<file path="config.mk">
export PLATFORM = sky130hd
export DESIGN_NAME = debug_host_sequencer
export DESIGN_NICKNAME = d
export VERILOG_FILES = /design/src/rtl/debug_host_sequencer.sv
export SDC_FILE = /design/constraint.sdc
export NUM_CORES = 1
export LEC_CHECK = 0
export CAP_MARGIN = 5
export CELL_PAD_IN_SITES_DETAIL_PLACEMENT = 2
export CELL_PAD_IN_SITES_GLOBAL_PLACEMENT = 2
export CORE_MARGIN = 1
export CORE_UTILIZATION = 30
export DETAILED_ROUTE_END_ITERATION = 16
export PLACE_DENSITY_LB_ADDON = 0.1
export SLEW_MARGIN = 30
export SYNTH_ARGS = -nofsm -noshare
export SYNTH_HDL_FRONTEND = slang
export SYNTH_SLANG_ARGS = --single-unit
</file>
<file path="constraint.sdc">
create_clock -name i_clock -period 2.85 [get_ports i_clock]
set_input_delay 0.4275 -clock i_clock [delete_from_list [all_inputs] [get_ports i_clock]]
set_output_delay 0.4275 -clock i_clock [all_outputs]
set_load 0.05 [all_outputs]
</file>
<file path="src/rtl/debug_host_sequencer.sv">
// Host-side UART debug protocol initiator: streams a program from a local ROM
// into the TX FIFO, then requests single steps and captures the target's state dump.
module debug_host_sequencer #(
  parameter int N       = 8,
  parameter int PC_SZ   = 32,
  parameter int W       = 5,
  parameter int PA      = 8,
  parameter int N_REG   = 31,
  parameter int N_MEM   = 31,
  parameter int TIMEOUT = 1023
) (
  input  logic             i_clock,
  input  logic             i_reset,
  input  logic             i_load,
  input  logic             i_step,
  input  logic             i_end,
  input  logic [7:0]       i_prog_size,
  output logic [PA-1:0]    o_prog_addr,
  input  logic [PC_SZ-1:0] i_prog_word,
  output logic [N-1:0]     o_tx_data,
  output logic             o_tx_wr,
  input  logic             i_tx_full,
  input  logic [N-1:0]     i_rx_data,
  input  logic             i_rx_empty,
  output logic             o_rx_rd,
  output logic             o_dump_we,
  output logic [1:0]       o_dump_sel,
  output logic [W-1:0]     o_dump_idx,
  output logic [PC_SZ-1:0] o_dump_word,
  output logic             o_busy,
  output logic             o_done,
  output logic             o_error,
  output logic [3:0]       o_state
);

  localparam int TW = $clog2(TIMEOUT + 1);
  localparam logic [TW-1:0] TMO_LAST = TW'(TIMEOUT - 1);
  localparam logic [TW-1:0] TMO_MAX  = TW'(TIMEOUT);
  localparam logic [W-1:0]  REG_LAST = W'(N_REG - 1);
  localparam logic [W-1:0]  MEM_LAST = W'(N_MEM - 1);
  localparam logic [N-1:0]  CMD_SIZE = 8'hFE;
  localparam logic [N-1:0]  CMD_DBG  = 8'hFC;
  localparam logic [N-1:0]  CMD_NEXT = 8'h01;
  localparam logic [N-1:0]  CMD_END  = 8'hF8;

  typedef enum logic [3:0] {
    IDLE     = 4'd0,
    TX_SZCMD = 4'd1,
    TX_SZ    = 4'd2,
    FETCH    = 4'd3,
    TX_WORD  = 4'd4,
    TX_DBG   = 4'd5,
    READY    = 4'd6,
    TX_NEXT  = 4'd7,
    TX_END   = 4'd8,
    RX_DUMP  = 4'd9
  } state_t;

  state_t           r_state;
  state_t           w_next;
  logic [7:0]       r_size;
  logic [PA-1:0]    r_addr;
  logic [1:0]       r_byte_cnt;
  logic             r_fetch_wait;
  logic [PC_SZ-1:0] r_word;
  logic [PC_SZ-1:0] r_asm;
  logic [1:0]       r_sel;
  logic [W-1:0]     r_idx;
  logic [TW-1:0]    r_tmo;
  logic             r_dump_we;
  logic [1:0]       r_dump_sel;
  logic [W-1:0]     r_dump_idx;
  logic [PC_SZ-1:0] r_dump_word;
  logic             r_done;
  logic             r_error;
  logic [N-1:0]     w_tx_data;
  logic             w_tx_wr;
  logic             w_rx_rd;
  logic             w_last_word;

  assign w_last_word = (r_addr == PA'(r_size - 8'd1));

  // State register
  always_ff @(posedge i_clock) begin
    if (!i_reset) begin
      r_state <= IDLE;
    end else begin
      r_state <= w_next;
    end
  end

  // Next-state decode plus the FIFO strobes, which must follow full/empty in the same cycle
  always_comb begin
    w_next    = r_state;
    w_tx_data = 8'h00;
    w_tx_wr   = 1'b0;
    w_rx_rd   = 1'b0;
    case (r_state)
      IDLE: begin
        if (i_load) w_next = TX_SZCMD;
        else        w_next = IDLE;
      end
      TX_SZCMD: begin
        w_tx_data = CMD_SIZE;
        w_tx_wr   = ~i_tx_full;
        if (!i_tx_full) w_next = TX_SZ;
        else            w_next = TX_SZCMD;
      end
      TX_SZ: begin
        w_tx_data = r_size;
        w_tx_wr   = ~i_tx_full;
        if (i_tx_full)            w_next = TX_SZ;
        else if (r_size == 8'd0)  w_next = TX_DBG;
        else                      w_next = FETCH;
      end
      FETCH: begin
        if (r_fetch_wait) w_next = TX_WORD;
        else              w_next = FETCH;
      end
      TX_WORD: begin
        w_tx_data = r_word[{r_byte_cnt, 3'b000} +: 8];
        w_tx_wr   = ~i_tx_full;
        if (i_tx_full || r_byte_cnt != 2'd3) w_next = TX_WORD;
        else if (w_last_word)                 w_next = TX_DBG;
        else                                  w_next = FETCH;
      end
      TX_DBG: begin
        w_tx_data = CMD_DBG;
        w_tx_wr   = ~i_tx_full;
        if (!i_tx_full) w_next = READY;
        else            w_next = TX_DBG;
      end
      READY: begin
        if (i_end)       w_next = TX_END;
        else if (i_step) w_next = TX_NEXT;
        else             w_next = READY;
      end
      TX_NEXT: begin
        w_tx_data = CMD_NEXT;
        w_tx_wr   = ~i_tx_full;
        if (!i_tx_full) w_next = RX_DUMP;
        else            w_next = TX_NEXT;
      end
      TX_END: begin
        w_tx_data = CMD_END;
        w_tx_wr   = ~i_tx_full;
        if (!i_tx_full) w_next = IDLE;
        else            w_next = TX_END;
      end
      RX_DUMP: begin
        w_rx_rd = ~i_rx_empty;
        if (!i_rx_empty) begin
          if (r_byte_cnt == 2'd3 && r_sel == 2'd2) w_next = READY;
          else                                      w_next = RX_DUMP;
        end else if (r_tmo == TMO_LAST) begin
          w_next = IDLE;
        end else begin
          w_next = RX_DUMP;
        end
      end
      default: w_next = IDLE;
    endcase
  end

  // Datapath: program streaming counters, dump assembly and timeout tracking
  always_ff @(posedge i_clock) begin
    if (!i_reset) begin
      r_size       <= 8'd0;
      r_addr       <= '0;
      r_byte_cnt   <= 2'd0;
      r_fetch_wait <= 1'b0;
      r_word       <= '0;
      r_asm        <= '0;
      r_sel        <= 2'd0;
      r_idx        <= '0;
      r_tmo        <= '0;
      r_dump_we    <= 1'b0;
      r_dump_sel   <= 2'd0;
      r_dump_idx   <= '0;
      r_dump_word  <= '0;
      r_done       <= 1'b0;
      r_error      <= 1'b0;
    end else begin
      r_dump_we <= 1'b0;
      r_done    <= 1'b0;
      case (r_state)
        IDLE: begin
          if (i_load) begin
            r_error      <= 1'b0;
            r_size       <= i_prog_size;
            r_addr       <= '0;
            r_byte_cnt   <= 2'd0;
            r_fetch_wait <= 1'b0;
          end
        end
        FETCH: begin
          // ROM data is valid only on the second FETCH cycle
          r_fetch_wait <= ~r_fetch_wait;
          r_byte_cnt   <= 2'd0;
          if (r_fetch_wait) r_word <= i_prog_word;
        end
        TX_WORD: begin
          if (w_tx_wr) begin
            r_byte_cnt <= r_byte_cnt + 2'd1;
            if (r_byte_cnt == 2'd3) r_addr <= r_addr + {{(PA-1){1'b0}}, 1'b1};
          end
        end
        TX_NEXT: begin
          r_byte_cnt <= 2'd0;
          r_sel      <= 2'd0;
          r_idx      <= '0;
          r_tmo      <= '0;
        end
        RX_DUMP: begin
          if (w_rx_rd) begin
            r_tmo      <= '0;
            r_byte_cnt <= r_byte_cnt + 2'd1;
            r_asm[{r_byte_cnt, 3'b000} +: 8] <= i_rx_data;
            if (r_byte_cnt == 2'd3) begin
              r_dump_we   <= 1'b1;
              r_dump_sel  <= r_sel;
              r_dump_idx  <= r_idx;
              r_dump_word <= {i_rx_data, r_asm[23:0]};
              if (r_sel == 2'd0 && r_idx == REG_LAST) begin
                r_sel <= 2'd1;
                r_idx <= '0;
              end else if (r_sel == 2'd1 && r_idx == MEM_LAST) begin
                r_sel <= 2'd2;
                r_idx <= '0;
              end else if (r_sel == 2'd2) begin
                r_done <= 1'b1;
              end else begin
                r_idx <= r_idx + {{(W-1){1'b0}}, 1'b1};
              end
            end
          end else if (r_tmo == TMO_LAST) begin
            r_error    <= 1'b1;
            r_byte_cnt <= 2'd0;
            r_tmo      <= TMO_MAX;
          end else if (r_tmo != TMO_MAX) begin
            r_tmo <= r_tmo + {{(TW-1){1'b0}}, 1'b1};
          end
        end
        default: begin
        end
      endcase
    end
  end

  assign o_prog_addr = r_addr;
  assign o_tx_data   = w_tx_data;
  assign o_tx_wr     = w_tx_wr;
  assign o_rx_rd     = w_rx_rd;
  assign o_dump_we   = r_dump_we;
  assign o_dump_sel  = r_dump_sel;
  assign o_dump_idx  = r_dump_idx;
  assign o_dump_word = r_dump_word;
  assign o_busy      = (r_state != IDLE) && (r_state != READY);
  assign o_done      = r_done;
  assign o_error     = r_error;
  assign o_state     = r_state;

endmodule
</file>
==> results.tsv <==
stage	metric	value	unit
run_status	status	finished, final reports clean	
grt	first-pass GRT wire length	35.36	mm
clocking	clock sinks	138	
grt	global-route usage over all layers	20.91	%
floorplan	Initial Utilization	30.81	%
sta	Max-Slew Margin vs Limit	59.76	%
synthesis	Yosys top cell by area	dfxtp_1	
synthesis	Syn Nets	863	
critical_path	r2r setup slk	550	ps
placement	PortBufs	119	
critical_path	Critical Path Start	r_byte_cnt[1]$_SDFFE_PN0P_	
floorplan	Cell Rows	52	
sta	Final Critical Period	2728	ps
pwr	Design Power	4.750	mW
cells_and_area	non-filler cells, final	1187	
grt	global route hottest layer	met2	
sta	Setup TNS	0	ps
critical_path	critical path class	reg2out	
critical_path	FF-to-FF Start	r_byte_cnt[1]$_SDFFE_PN0P_	
pwr	LEAKAGE	2.899	nW
cells_and_area	Ant. Diodes	0	
clocking	clock slew at reported path FFs	70	ps
synthesis	mux cell area share after synthesis	4.930	%
synthesis	area share of the largest cell type after synthesis	43.90	%
clocking	CTS tree	done	
placement	dpl hpwl	16.10	mm
routing	number of remaining DRC errors	0	
cells_and_area	layout cells sized above 1	9.378	%
synthesis	Syn Area/Cell	7.897	um2
synthesis	Post-synth EDFFs	0	
synthesis	commonest cells in the netlist	202 x nand2_1, 138 x dfxtp_1, 128 x a21oi_1	
grt	grt met1 use	26.40	%
synthesis	Synth Warn #	0	
routing	average wire per standard cell	18.36	um
routing	DRT iter0 DRCs	229	
critical_path	CP Max Fanout	12	
routing	drt total wl	21.80	mm
routing	post-route ant nets	0	
synthesis	XOR/XNOR share of the synthesized area	2.505	%
critical_path	Worst Path Arrival	2300	ps
floorplan	Die H	146.8	um
clocking	CTS Buffer Depth	2	
synthesis	ys async rst share	0	%
synthesis	Synth Flop Type	dfxtp_1	
synthesis	top cells by area, synth	dfxtp_1 44%, nand2_1 12%, a21oi_1 10%	
cells_and_area	Util after Layout	41.17	%
grt	number of global-route vias before repair	6669	
floorplan	Die W	146.8	um
sta	maximum achievable frequency	366.5	MHz
synthesis	Post-Synth Simple-Gate Area	25.19	%
worst_hold_path	Worst Hold Class	reg2reg	
grt	initial antenna violation count	0	
critical_path	CP endpoint	o_tx_data[4]	
critical_path	RR Endpoint	o_prog_addr[5]$_SDFFE_PN0P_	
synthesis	area share of fa/ha/maj cells after synthesis	2.187	%
placement	routability cong.	0.8343	
pwr	PwrDens	564.8	nW/um2
critical_path	Worst setup SP type	flip-flop	
sta	Slew @ Worst Pin	602.8	ps
synthesis	most numerous cell in the Yosys netlist	nand2_1	
sta	unrepaired setup endpoints after global routing	yes	
critical_path	endpoint class of the critical path	primary output	
routing	via count	6092	
sta	final hold violation count	0	
sta	Worst Clk Skew	10.28	ps
floorplan	core area	20430	um2
clocking	root buf cell	clkbuf_16	
sta	Max Slew Vio Count	0	
placement	placed cells	1155	
pwr	Worst VDD drop	0.3200	mV
routing	Via-to-Cell Ratio	5.132	
synthesis	register area share after synthesis	43.90	%
synthesis	number of synthesized register bits	138	
synthesis	Post-Syn Instances	797	
clocking	total CTS buffers	17	
sta	Finish-stage setup viols	0	
clocking	hold_buf cts	0	
synthesis	Yosys cell types	64	
flow_run	max-cap violations	0	
synthesis	largest family of logic cells by synthesized area	simple AND/OR/NAND/NOR gates	
synthesis	Post-Syn Area	6294	um2
worst_hold_path	hold path startpoint	r_asm[11]$_SDFFE_PN0P_	
grt	GR Layer Usage met3	3.758	%
floorplan	die footprint	21560	um2
clocking	H-tree depth	4	
critical_path	Reg2Reg Depth	6	
critical_path	Critical Path RT	2420	ps
cells_and_area	# nets final	970	
grt	Congestion Overflow GR	0	
grt	met2 usage	36.18	%
synthesis	Synth Area in Compound Gates	17.08	%
grt	largest net degree at the start of global routing	115	
clocking	post-CTS setup buffer count	0	
floorplan	I/O pin cnt	120	
sta	Final Cycle Share	95.73	%
clocking	worst skew pair latency	430	ps
cells_and_area	Area Growth Syn to Fin	33.64	%
routing	Pre-Repair DR Iteration Count	4	
==> metal layers <==
layer	vias up	part of all wire, %
met2	113	49
li1	2946	-
met1	3011	46
met5	-	0
met3	22	3.3
met4	0	1.4
==> cell usage in the layout, fill, tap and decap left out, types with 3 or more instances in the layout <==
master,count
nand3_1,37
a21oi_1,128
xnor2_1,8
mux2i_1,13
o21ai_1,5
a31oi_1,6
nand2b_1,10
inv_1,13
xor2_1,10
clkdlybuf4s50_1,109
nor2_1,49
ha_1,11
nor2b_1,8
or3_1,4
nand2_1,202
nor3_1,6
mux4_2,8
bufinv_16,3
o21ai_0,10
clkinv_2,3
a21oi_2,4
or2_2,3
clkinv_4,3
inv_6,3
dfxtp_1,137
nand4_1,8
o22ai_1,7
buf_12,5
o211ai_1,3
buf_4,26
and3_1,11
clkbuf_16,17
==> registers in the layout, summed over array words and instances (netlist names), 2 cells and up <==
| register | count |
|---|---|
| o_dump_word | 32 |
| r_word | 32 |
| r_asm | 24 |
| r_tmo | 10 |
| o_prog_addr | 8 |
| r_size | 8 |
| o_dump_idx | 5 |
| r_idx | 5 |
| o_state | 4 |
| o_dump_sel | 2 |
| r_byte_cnt | 2 |
| r_sel | 2 |
==> stage by stage <==
step | cell area, um2 | setup WS (ps) | hold slack (ps)
2_1_floorplan | 6294 | 170.1 | 432.1
3_3_place_gp | 7809 | 376.1 | 438.9
3_5_place_dp | 7809 | 280.0 | 448.9
4_1_cts | 8411 | 125.0 | 457.3
5_1_grt | 8411 | -3.872 | 476.1
6_report | 8411 | 121.6 | 454.1
==> critical path, stage by stage, from the launching register on <==
cell and delay [ps]:
dfxtp_1 680, mux4_2 390, a21oi_1 370, o22ai_1 200, buf_4 230
==> timing repair <==
item / in CTS / in global routing
endpoints found under the hold margin: 0 / 0
endpoints found under the setup margin: 1 / 1
resized for setup: 1 / 0
==> cell families after synthesis <==
| logic type | count (synthesis) |
|---|---|
| buf+inv | 66 |
| flops | 138 |
| mux | 21 |
| simple gates | 356 |
| compound gates | 187 |
| xor+xnor | 18 |
| fa+ha+maj | 11 |
==> cell type report <==
class                   count  area (um2)
clock buffers              19       432.9
clock inverters            13       167.7
fillers                  2318       12020
inverters                  14       53.80
multi-input cells         593        3268
flip-flops and latches    138        2764
well taps                 270       337.8
repair buffers            140        1386
==> where the power goes <==
| group | switching, mW | total (mW) | leakage (nW) | internal [mW] |
|---|---|---|---|---|
| Combinational | 0.284 | 0.479 | 1.50 | 0.194 |
| Clock | 0.908 | 2.29 | 0.288 | 1.39 |
| Sequential | 0.0349 | 1.98 | 1.11 | 1.94 |
| Total | 1.23 | 4.75 | 2.90 | 3.52 |
==> worst min path at each step <==
stage	to	slack [ps]	cells past startpoint
floorplan	r_asm[0]$_SDFFE_PN0P_	430	2
global placement	o_dump_word[12]$_SDFFE_PN0P_	440	2
detailed placement	r_asm[21]$_SDFFE_PN0P_	450	2
CTS	o_dump_word[11]$_SDFFE_PN0P_	460	2
global route	r_asm[11]$_SDFFE_PN0P_	480	2
finish	o_dump_word[11]$_SDFFE_PN0P_	450	2
(Power assumes the default switching activity.)
